==> src/rtl/multicycle_control_if.sv <==
// multicycle_control_if: datapath <-> control bus for the multicycle MIPS core
interface multicycle_control_if;
   logic [5:0] Op;
   logic [5:0] Function;
   logic       Zero;
   logic       IorD;
   logic       MemRead;
   logic       MemWrite;
   logic       MemtoReg;
   logic       IRWrite;
   logic       PCSource;
   logic       ALUSrcA;
   logic [1:0] ALUSrcB;
   logic       RegWrite;
   logic       RegDst;
   logic       PCSel;
   logic [3:0] ALUCtrl;
   logic [3:0] state;
   logic       illegal;
   modport master (
      input  Op, Function, Zero,
      output IorD, MemRead, MemWrite, MemtoReg, IRWrite, PCSource, ALUSrcA, ALUSrcB,
             RegWrite, RegDst, PCSel, ALUCtrl, state, illegal
   );
   modport slave (
      output Op, Function, Zero,
      input  IorD, MemRead, MemWrite, MemtoReg, IRWrite, PCSource, ALUSrcA, ALUSrcB,
             RegWrite, RegDst, PCSel, ALUCtrl, state, illegal
   );
endinterface

==> src/rtl/multicycle_control.sv <==
// multicycle_control: main control FSM of the multicycle MIPS core
module multicycle_control (
   input logic                  clk,
   input logic                  reset,
   multicycle_control_if.master bus
);
   localparam logic [5:0] OP_RTYPE = 6'b000000;
   localparam logic [5:0] OP_LW    = 6'b100011;
   localparam logic [5:0] OP_SW    = 6'b101011;
   localparam logic [5:0] OP_BEQ   = 6'b000100;
   localparam logic [5:0] OP_ADDI  = 6'b001000;
   localparam logic [5:0] OP_SLTI  = 6'b001010;
   localparam logic [3:0] A_AND = 4'b0000;
   localparam logic [3:0] A_OR  = 4'b0001;
   localparam logic [3:0] A_ADD = 4'b0010;
   localparam logic [3:0] A_SUB = 4'b0110;
   localparam logic [3:0] A_SLT = 4'b0111;
   localparam logic [3:0] A_NOR = 4'b1100;
   typedef enum logic [3:0] {
      FETCH = 4'd0, DECODE = 4'd1, MEMADR = 4'd2, MEMRD = 4'd3, MEMWB = 4'd4, MEMWR = 4'd5,
      RTEX = 4'd6, RTWB = 4'd7, BRANCH = 4'd8, IMMEX = 4'd9, IMMWB = 4'd10
   } st_t;
   typedef struct packed {
      logic       iord;
      logic       memread;
      logic       memwrite;
      logic       memtoreg;
      logic       irwrite;
      logic       pcsource;
      logic       alusrca;
      logic [1:0] alusrcb;
      logic       regwrite;
      logic       regdst;
      logic       pcw;
      logic       br;
      logic [3:0] aluctrl;
   } ctl_t;
   st_t  st, nxt;
   ctl_t c;
   logic bad;
   function automatic logic [3:0] rfun(logic [5:0] fn);
      return fn == 6'b100010 ? A_SUB :
             fn == 6'b100100 ? A_AND :
             fn == 6'b100101 ? A_OR  :
             fn == 6'b101010 ? A_SLT :
             fn == 6'b100111 ? A_NOR : A_ADD;
   endfunction
   function automatic logic rlegal(logic [5:0] fn);
      return fn inside {6'b100000, 6'b100010, 6'b100100, 6'b100101, 6'b101010, 6'b100111};
   endfunction
   // Control word for the state about to be entered, so outputs come straight from flops
   function automatic ctl_t dec(st_t s, logic [5:0] op, logic [5:0] fn);
      ctl_t k;
      k = '0;
      k.aluctrl = A_ADD;
      case (s)
         FETCH:  begin k.memread = 1'b1; k.irwrite = 1'b1; k.alusrcb = 2'b01; k.pcw = 1'b1; end
         DECODE: k.alusrcb = 2'b10;
         MEMADR: begin k.alusrca = 1'b1; k.alusrcb = 2'b10; end
         MEMRD:  begin k.memread = 1'b1; k.iord = 1'b1; end
         MEMWB:  begin k.regwrite = 1'b1; k.memtoreg = 1'b1; end
         MEMWR:  begin k.memwrite = 1'b1; k.iord = 1'b1; end
         RTEX:   begin k.alusrca = 1'b1; k.aluctrl = rfun(fn); end
         RTWB:   begin k.regwrite = 1'b1; k.regdst = 1'b1; end
         BRANCH: begin k.alusrca = 1'b1; k.aluctrl = A_SUB; k.pcsource = 1'b1; k.br = 1'b1; end
         IMMEX:  begin k.alusrca = 1'b1; k.alusrcb = 2'b10; k.aluctrl = op == OP_SLTI ? A_SLT : A_ADD; end
         IMMWB:  k.regwrite = 1'b1;
         default: ;
      endcase
      return k;
   endfunction
   always_comb begin
      bad = 1'b0;
      nxt = FETCH;
      case (st)
         FETCH:  nxt = DECODE;
         DECODE: begin
            nxt = bus.Op inside {OP_LW, OP_SW} ? MEMADR :
                  bus.Op == OP_RTYPE && rlegal(bus.Function) ? RTEX :
                  bus.Op == OP_BEQ ? BRANCH :
                  bus.Op inside {OP_ADDI, OP_SLTI} ? IMMEX : FETCH;
            bad = nxt == FETCH;
         end
         MEMADR: nxt = bus.Op == OP_LW ? MEMRD : bus.Op == OP_SW ? MEMWR : FETCH;
         MEMRD:  nxt = MEMWB;
         RTEX:   nxt = RTWB;
         IMMEX:  nxt = IMMWB;
         default: nxt = FETCH;
      endcase
   end
   always_ff @(posedge clk) begin
      if (reset) begin
         st      <= FETCH;
         c       <= dec(FETCH, bus.Op, bus.Function);
         bus.illegal <= 1'b0;
      end else begin
         st <= nxt;
         c  <= dec(nxt, bus.Op, bus.Function);
         if (bad) bus.illegal <= 1'b1;
      end
   end
   assign bus.IorD     = c.iord;
   assign bus.MemRead  = c.memread;
   assign bus.MemWrite = c.memwrite & ~reset;
   assign bus.MemtoReg = c.memtoreg;
   assign bus.IRWrite  = c.irwrite & ~reset;
   assign bus.PCSource = c.pcsource;
   assign bus.ALUSrcA  = c.alusrca;
   assign bus.ALUSrcB  = c.alusrcb;
   assign bus.RegWrite = c.regwrite & ~reset;
   assign bus.RegDst   = c.regdst;
   // BRANCH is the only state whose PC write follows the live Zero flag
   assign bus.PCSel    = (c.pcw | (c.br & bus.Zero)) & ~reset;
   assign bus.ALUCtrl  = c.aluctrl;
   assign bus.state    = st;
endmodule

==> src/flat_wrapper.sv <==
// flat-port wrapper written by rule: the top's interface ports become plain ports
module multicycle_control_flat 
  (clk, reset, bus_Op, bus_Function, bus_Zero, bus_IorD, bus_MemRead, bus_MemWrite, bus_MemtoReg, bus_IRWrite, bus_PCSource, bus_ALUSrcA, bus_ALUSrcB, bus_RegWrite, bus_RegDst, bus_PCSel, bus_ALUCtrl, bus_state, bus_illegal);
  multicycle_control_if bus_i ();
  input logic clk;
  input logic reset;
  input wire logic [$bits(bus_i.Op)-1:0] bus_Op;
  input wire logic [$bits(bus_i.Function)-1:0] bus_Function;
  input wire logic [$bits(bus_i.Zero)-1:0] bus_Zero;
  output wire logic [$bits(bus_i.IorD)-1:0] bus_IorD;
  output wire logic [$bits(bus_i.MemRead)-1:0] bus_MemRead;
  output wire logic [$bits(bus_i.MemWrite)-1:0] bus_MemWrite;
  output wire logic [$bits(bus_i.MemtoReg)-1:0] bus_MemtoReg;
  output wire logic [$bits(bus_i.IRWrite)-1:0] bus_IRWrite;
  output wire logic [$bits(bus_i.PCSource)-1:0] bus_PCSource;
  output wire logic [$bits(bus_i.ALUSrcA)-1:0] bus_ALUSrcA;
  output wire logic [$bits(bus_i.ALUSrcB)-1:0] bus_ALUSrcB;
  output wire logic [$bits(bus_i.RegWrite)-1:0] bus_RegWrite;
  output wire logic [$bits(bus_i.RegDst)-1:0] bus_RegDst;
  output wire logic [$bits(bus_i.PCSel)-1:0] bus_PCSel;
  output wire logic [$bits(bus_i.ALUCtrl)-1:0] bus_ALUCtrl;
  output wire logic [$bits(bus_i.state)-1:0] bus_state;
  output wire logic [$bits(bus_i.illegal)-1:0] bus_illegal;
  assign bus_i.Op = bus_Op;
  assign bus_i.Function = bus_Function;
  assign bus_i.Zero = bus_Zero;
  assign bus_IorD = bus_i.IorD;
  assign bus_MemRead = bus_i.MemRead;
  assign bus_MemWrite = bus_i.MemWrite;
  assign bus_MemtoReg = bus_i.MemtoReg;
  assign bus_IRWrite = bus_i.IRWrite;
  assign bus_PCSource = bus_i.PCSource;
  assign bus_ALUSrcA = bus_i.ALUSrcA;
  assign bus_ALUSrcB = bus_i.ALUSrcB;
  assign bus_RegWrite = bus_i.RegWrite;
  assign bus_RegDst = bus_i.RegDst;
  assign bus_PCSel = bus_i.PCSel;
  assign bus_ALUCtrl = bus_i.ALUCtrl;
  assign bus_state = bus_i.state;
  assign bus_illegal = bus_i.illegal;
  multicycle_control u_core (.clk(clk), .reset(reset), .bus(bus_i));
endmodule
==> config.mk <==
export PLATFORM = sky130hd
export DESIGN_NAME = multicycle_control_flat
export DESIGN_NICKNAME = d
export VERILOG_FILES = /design/src/rtl/multicycle_control_if.sv /design/src/rtl/multicycle_control.sv /design/src/flat_wrapper.sv
export SDC_FILE = /design/constraint.sdc
export NUM_CORES = 1
export LEC_CHECK = 0
export ABC_CLOCK_PERIOD_IN_PS = 3350
export BUFFER_PORTS_ARGS = -buffer_cell sky130_fd_sc_hd__buf_2
export CELL_PAD_IN_SITES_DETAIL_PLACEMENT = 0
export CELL_PAD_IN_SITES_GLOBAL_PLACEMENT = 1
export CORE_MARGIN = 2
export CORE_UTILIZATION = 36
export CTS_CLUSTER_SIZE = 40
export DETAILED_ROUTE_END_ITERATION = 12
export GPL_ROUTABILITY_DRIVEN = 1
export GPL_TIMING_DRIVEN = 0
export MAX_ROUTING_LAYER = met4
export PLACE_DENSITY_LB_ADDON = 0.1
export SLEW_MARGIN = 30
export SYNTH_ARGS = -nofsm -noshare
export SYNTH_HDL_FRONTEND = slang
export SYNTH_SLANG_ARGS = --single-unit
==> constraint.sdc <==
create_clock -name clk -period 3.35 [get_ports clk]
set_input_delay 0.335 -clock clk [delete_from_list [all_inputs] [get_ports clk]]
set_output_delay 0.335 -clock clk [all_outputs]
set_load 0.03 [all_outputs]
==> results of run 1 <==
power groups by stage:
stage | clock network [mW] | registers, mW | logic, mW
after floorplan | 0 | 0.247 | 0.0392
after global placement | 0 | 0.240 | 0.0694
after detailed placement | 0 | 0.240 | 0.0700
after CTS | 0.115 | 0.235 | 0.0702
after global routing | 0.128 | 0.236 | 0.0772
final | 0.112 | 0.235 | 0.0698
cell families after synthesis:
family,synth area share
simple gates,0.341
mux,0.0222
compound gates,0.149
flops,0.397
buf+inv,0.0902
worst register-to-register path, delay by kind of cell (launching register included):
family	cells	cell delay [ns]
buffers and inverters	1	0.12
AOI/OAI and AO/OA	1	0.15
and+or+nand+nor	5	1.27
DFF	1	0.45
per-layer routing:
| metal | vias to the layer above | part of all wire | wire [microns] | GRT usage |
|---|---|---|---|---|
| li1 | 481 | - | - | - |
| met1 | 400 | 0.48 | 1010 | 0.208 |
| met2 | 32 | 0.43 | 913 | 0.235 |
| met3 | 2 | 0.077 | 162 | 0.0539 |
| met4 | 0 | 0.0062 | 13 | 0.0418 |
| met5 | - | 0 | 0 | - |
layout make-up:
class / instances / area share
buffer: 10 / 0.0567
clock buffer: 4 / 0.0221
inverter: 5 / 0.0158
multi-input combinational: 83 / 0.412
sequential: 19 / 0.319
tap: 30 / 0.0315
timing repair buffer: 34 / 0.143
worst max-delay path by stage:
stage / slack (ns) / depth (start not counted) / endpoint / startpoint
floorplan: 1.31 / 7 / u_core.bus.IorD$_SDFF_PP0_ / u_core.bus.state[2]$_SDFF_PP0_
global placement: 1.32 / 7 / u_core.bus.IorD$_SDFF_PP0_ / u_core.bus.state[0]$_SDFF_PP0_
detailed placement: 1.33 / 8 / u_core.bus.IorD$_SDFF_PP0_ / bus_Function[1]
CTS: 1.29 / 7 / u_core.bus.IorD$_SDFF_PP0_ / u_core.bus.state[0]$_SDFF_PP0_
global route: 1.15 / 8 / u_core.bus.MemtoReg$_SDFF_PP0_ / u_core.bus.state[0]$_SDFF_PP0_
finish: 1.29 / 7 / u_core.bus.IorD$_SDFF_PP0_ / u_core.bus.state[0]$_SDFF_PP0_
per-stage QoR:
stage	power, mW	util
3_3_place_gp	0.310	0.466
4_1_cts	0.421	0.476
5_1_grt	0.441	0.476
6_report	0.417	0.476
2_1_floorplan	0.286	-
3_5_place_dp	0.310	0.466
placed cells by master (no fill, tap or decap), types with 2 or more instances in the layout:
cell type / instances
nor3_1: 4
buf_2: 34
or2_2: 2
and2_1: 2
o21ai_0: 3
and3_1: 2
nand3_1: 3
a31o_2: 2
nor2_1: 16
clkbuf_4: 3
clkbuf_1: 4
nand2b_1: 4
nor4_1: 4
buf_4: 6
o211ai_1: 2
nor2b_1: 5
inv_1: 5
a21oi_1: 8
dfxtp_1: 19
or3_1: 3
a31oi_1: 3
nand2_1: 7
nor3b_1: 3
==> results.txt, run 1 <==
Initial Util: 0.383
H-tree depth: 1
Root buffer cell: clkbuf_4
WS Path Type: reg2reg
Max-slew violations: 0
Die area: 3090 sq um
Post-synth EDFFs: 0
Std cell rows: 18
Slowest-stage cell, CP: dfxtp_1
Antenna diode count: 0
Worst-Skew Late Latency: 0.29 ns
Pwr dens: 350 nW/um^2
Worst r2r path cells: 7
Flop pwr share: 0.565
CTS Sinks: 19
Power share of the combinational group: 0.168
Final Wtd Congestion: 0.775
Total CTS buffers: 3
Internal power: 305 uW
Die span in x: 55.6 microns
Clk_skew: 0.00330 ns
Leakage: 0.540 nW
Nets: 171
Final setup margin: 1.29 ns
Drc violations: 0
Cell family with most CP delay: simple AND/OR/NAND/NOR gates
Total net switching power: 112 uW
Layout cells sized above 1: 0.329
F_max: 485 MHz
Worst Setup Start Kind: register
Endpoints failing setup: 0
Boundary Pins: 36
Initial antenna violation count: 0
Synth warn: 0
Worst-path clk slew: 0.10 ns
IO Port Bufs: 34
Hold crit path type: in2reg
Area of the multi-input gates: 490 sq um
Fraction of the yosys area taken by sequential cells: 0.397
Post-CTS resize count: 0
CTS tree: built
Area leader, netlist: dfxtp_1
Placed insts: 181
Fillers: 262
Min-Delay Path Depth: 3
Largest net degree at the start of global routing: 11
Mapped Cells: 117
Top post-synthesis cells by count: 19 x dfxtp_1, 16 x nor2_1, 8 x a21oi_1, 7 x nand2_1, 6 x buf_4
Iter 0 DRT Violations: 12
Syn_area_per_cell: 8.18 sq um
Synthesized flop and latch total: 19
Worst VDD drop: 257 uV
Antenna viol nets, final: 0
RSZ-0062 raised after global routing: no
Register-to-Register Setup Slack: 1.29 ns
Final instance area: 1190 sq um
Crit path arrival time: 2.29 ns
First-pass GRT wire length: 3.83 mm
Netlist cell types: 32
Wire per inst: 11.4 microns
Worst Path Max Fanout: 8
Max incr delay on CP: 0.45 ns
Post-CTS Setup Inserts: 0
Placed cell areas: 1160 sq um
Clk pwr share: 0.268
Worst setup EP type: register
Gr usage total: 0.159
First-pass DRT Iterations: 4
Final Critical Period: 2.06 ns
Post-DP HPWL: 1.63 mm
Hold Path End: u_core.bus.ALUCtrl[3]$_SDFF_PP0_
Syn Nets: 132
Vias in the first global route: 860
Switch share: 0.268
Outcome: complete, no violations
Hold_sp: bus_Function[0]
Slew @ Worst Pin: 0.506 ns
TNS Setup: 0 ns
Final Hold Vio Count: 0
Vias: 915
Max Cap Viol: 0
Layout Cells excl Fill: 185
Total congestion overflow: 0
Clk buf depth: 2
Crit path cell chain: nor3b_2 -> nor2b_1 -> and4_4 -> buf_6 -> nor2_1 -> or4_1 -> a21oi_1
Most numerous cell in the Yosys netlist: dfxtp_1
Final Cycle Share: 0.615
Rel. slew slack: 0.660
FF+latch area: 380 sq um
Buf/Inv on CP: 1
Critical Path RT: 3.58 ns
Post-synth top flop: dfxtp_1
Post-synth ARST share: 0
Die Height: 55.6 microns
R2R Path End: u_core.bus.IorD$_SDFF_PP0_
Drt via density: 4.95
Synthesized cell area: 957 sq um
WHS: 0.287 ns
Synth top area share: 0.397
Setup WS pre-CTS: 1.33 ns
Core area: 2500 sq um
Post-CTS Hold Buffers: 0
Routed WL: 2.10 mm
Reg-to-Reg Start: u_core.bus.state[0]$_SDFF_PP0_
Top cells by area, synth: dfxtp_1 40%, nor2_1 6.3%, buf_4 4.7%
Area Growth Syn to Fin: 24.4%
No activity file was read; power rests on OpenSTA's default activity.
==> run 2: changes to the inputs <==
--- a/config.mk
+++ b/config.mk
@@ -5,12 +5,12 @@
 export SDC_FILE = /design/constraint.sdc
 export NUM_CORES = 1
 export LEC_CHECK = 0
-export ABC_CLOCK_PERIOD_IN_PS = 3350
+export ABC_CLOCK_PERIOD_IN_PS = 1800
 export BUFFER_PORTS_ARGS = -buffer_cell sky130_fd_sc_hd__buf_2
 export CELL_PAD_IN_SITES_DETAIL_PLACEMENT = 0
 export CELL_PAD_IN_SITES_GLOBAL_PLACEMENT = 1
 export CORE_MARGIN = 2
-export CORE_UTILIZATION = 36
+export CORE_UTILIZATION = 30
 export CTS_CLUSTER_SIZE = 40
 export DETAILED_ROUTE_END_ITERATION = 12
 export GPL_ROUTABILITY_DRIVEN = 1
==> constraint.sdc (replaced) <==
create_clock -name clk -period 1.8 [get_ports clk]
set_input_delay 0.18 -clock clk [delete_from_list [all_inputs] [get_ports clk]]
set_output_delay 0.18 -clock clk [all_outputs]
set_load 0.03 [all_outputs]
==> results.txt, run 2 (same netlist as run 1, synthesis figures left out) <==
Final Wtd Congestion: 0.782
Tot Pwr: 793 uW
Root buffer cell: clkbuf_4
Final setup margin: 0.0307 ns
Layout cells sized above 1: 0.409
Final Hold Vio Count: 0
Internal power: 575 uW
H-tree depth: 1
Vias in the first global route: 825
Outcome: complete, no violations
FF+latch area: 389 sq um
Routed WL: 2.29 mm
TNS Setup: 0 ns
Drc violations: 0
Leakage: 0.573 nW
Std cell rows: 20
Slowest-stage cell, CP: or4_1
Switch share: 0.276
Worst-Skew Late Latency: 0.29 ns
Antenna diode count: 0
CTS Sinks: 19
Antenna viol nets, final: 0
First-pass DRT Iterations: 4
Total congestion overflow: 0
Crit path cell chain: nor3b_4 -> nor2b_4 -> and4_4 -> buf_4 -> o2bb2a_4 -> or4_1 -> a21oi_1
Gr usage total: 0.141
Max incr delay on CP: 0.39 ns
Total net switching power: 219 uW
F_max: 565 MHz
Crit path arrival time: 2.00 ns
Area Growth Syn to Fin: 35.0%
Die span in x: 60.5 microns
Worst-path clk slew: 0.10 ns
Post-DP HPWL: 1.73 mm
Core area: 3050 sq um
Boundary Pins: 36
Iter 0 DRT Violations: 27
Total CTS buffers: 3
CTS tree: built
Highest-count cells in the layout ignoring fill and taps: 34 x buf_2, 16 x dfxtp_1, 15 x nor2_1
Final Cycle Share: 0.983
Power share of the combinational group: 0.185
Most common cell after layout, fill and taps aside: buf_2
Die Height: 60.5 microns
Wire per inst: 11.3 microns
Post-CTS Hold Buffers: 0
Layout Cells excl Fill: 203
WHS: 0.121 ns
Initial Util: 0.314
Layout Utilization: 0.423
RSZ-0062 raised after global routing: yes
Worst Path Max Fanout: 5
Nets: 175
Vias: 943
Rel. slew slack: 0.687
Initial antenna violation count: 0
Final Critical Period: 1.77 ns
Final instance area: 1290 sq um
Pwr dens: 614 nW/um^2
Placed insts: 195
Clk pwr share: 0.267
Endpoints failing setup: 0
Max Cap Viol: 0
Worst Setup Start Kind: register
Min-Delay Path Depth: 3
Critical Path RT: 2.03 ns
Die area: 3660 sq um
Flop pwr share: 0.548
WS Path Type: reg2reg
Max-slew violations: 0
Worst r2r path cells: 7
Clk buf depth: 2
Drt via density: 4.65
Worst VDD drop: 213 uV
Worst setup EP type: register
Largest net degree at the start of global routing: 11
IO Port Bufs: 34
Fillers: 345
First-pass GRT wire length: 3.66 mm
Setup WS pre-CTS: -0.148 ns
Slew @ Worst Pin: 0.470 ns
Placed cell areas: 1210 sq um
Area of the multi-input gates: 538 sq um
Clk_skew: 0.00238 ns
Hold crit path type: in2reg
## run 2: changes by cell type in the layout (fill, tap and decap cells not counted), moves of 2 or more
| cell | delta |
|---|---|
| nor3_2 | +2 |
| dfxtp_1 | -3 |
| nor3_1 | -2 |
| buf_4 | +5 |
| dfxtp_4 | +2 |
## run 2: routing by layer
metal | global-route usage | wire length [microns] | vias to the layer above
met2 | 0.222 | 1040 | 37
met5 | - | 0 | -
met1 | 0.174 | 1050 | 414
met4 | 0.0559 | 37 | 0
li1 | - | - | 487
met3 | 0.0320 | 172 | 5
## run 2: final timing paths
path,start,slack [ns],to
max,u_core.bus.state[0]$_SDFF_PP0_,0.03,u_core.bus.IorD$_SDFF_PP0_
min,bus_Function[0],0.12,u_core.bus.ALUCtrl[3]$_SDFF_PP0_
max reg2reg,u_core.bus.state[0]$_SDFF_PP0_,0.03,u_core.bus.IorD$_SDFF_PP0_
min reg2reg,u_core.bus.illegal$_SDFFE_PP0P_,0.48,u_core.bus.illegal$_SDFFE_PP0P_
## run 2: critical path: cells and delay by family (launching register included)
kind | cells | cell delay (ns)
simple gates | 4 | 0.88
buf+inv | 1 | 0.13
compound gates | 2 | 0.32
flops | 1 | 0.36
## run 2: power groups by stage
| stage | combinational (mW) | clock [mW] | sequential [mW] |
|---|---|---|---|
| 2_1_floorplan | 0.0751 | 0 | 0.458 |
| 3_3_place_gp | 0.132 | 0 | 0.446 |
| 3_5_place_dp | 0.134 | 0 | 0.446 |
| 4_1_cts | 0.144 | 0.223 | 0.434 |
| 5_1_grt | 0.162 | 0.234 | 0.436 |
| 6_report | 0.147 | 0.212 | 0.434 |
## run 2: repair_timing
item / in CTS / in global routing
endpoints found under the setup margin: 3 / 7
pin swaps: 0 / 1
gates cloned: 0 / 0
setup buffers: 3 / 2
resized for setup: 2 / 6
## run 2: final cells by class
cell class,count,share of cell area
timing repair buffer,39,0.161
clock buffer,4,0.0203
tap,44,0.0426
sequential,19,0.301
inverter,5,0.0145
buffer,9,0.0445
multi-input combinational,83,0.416
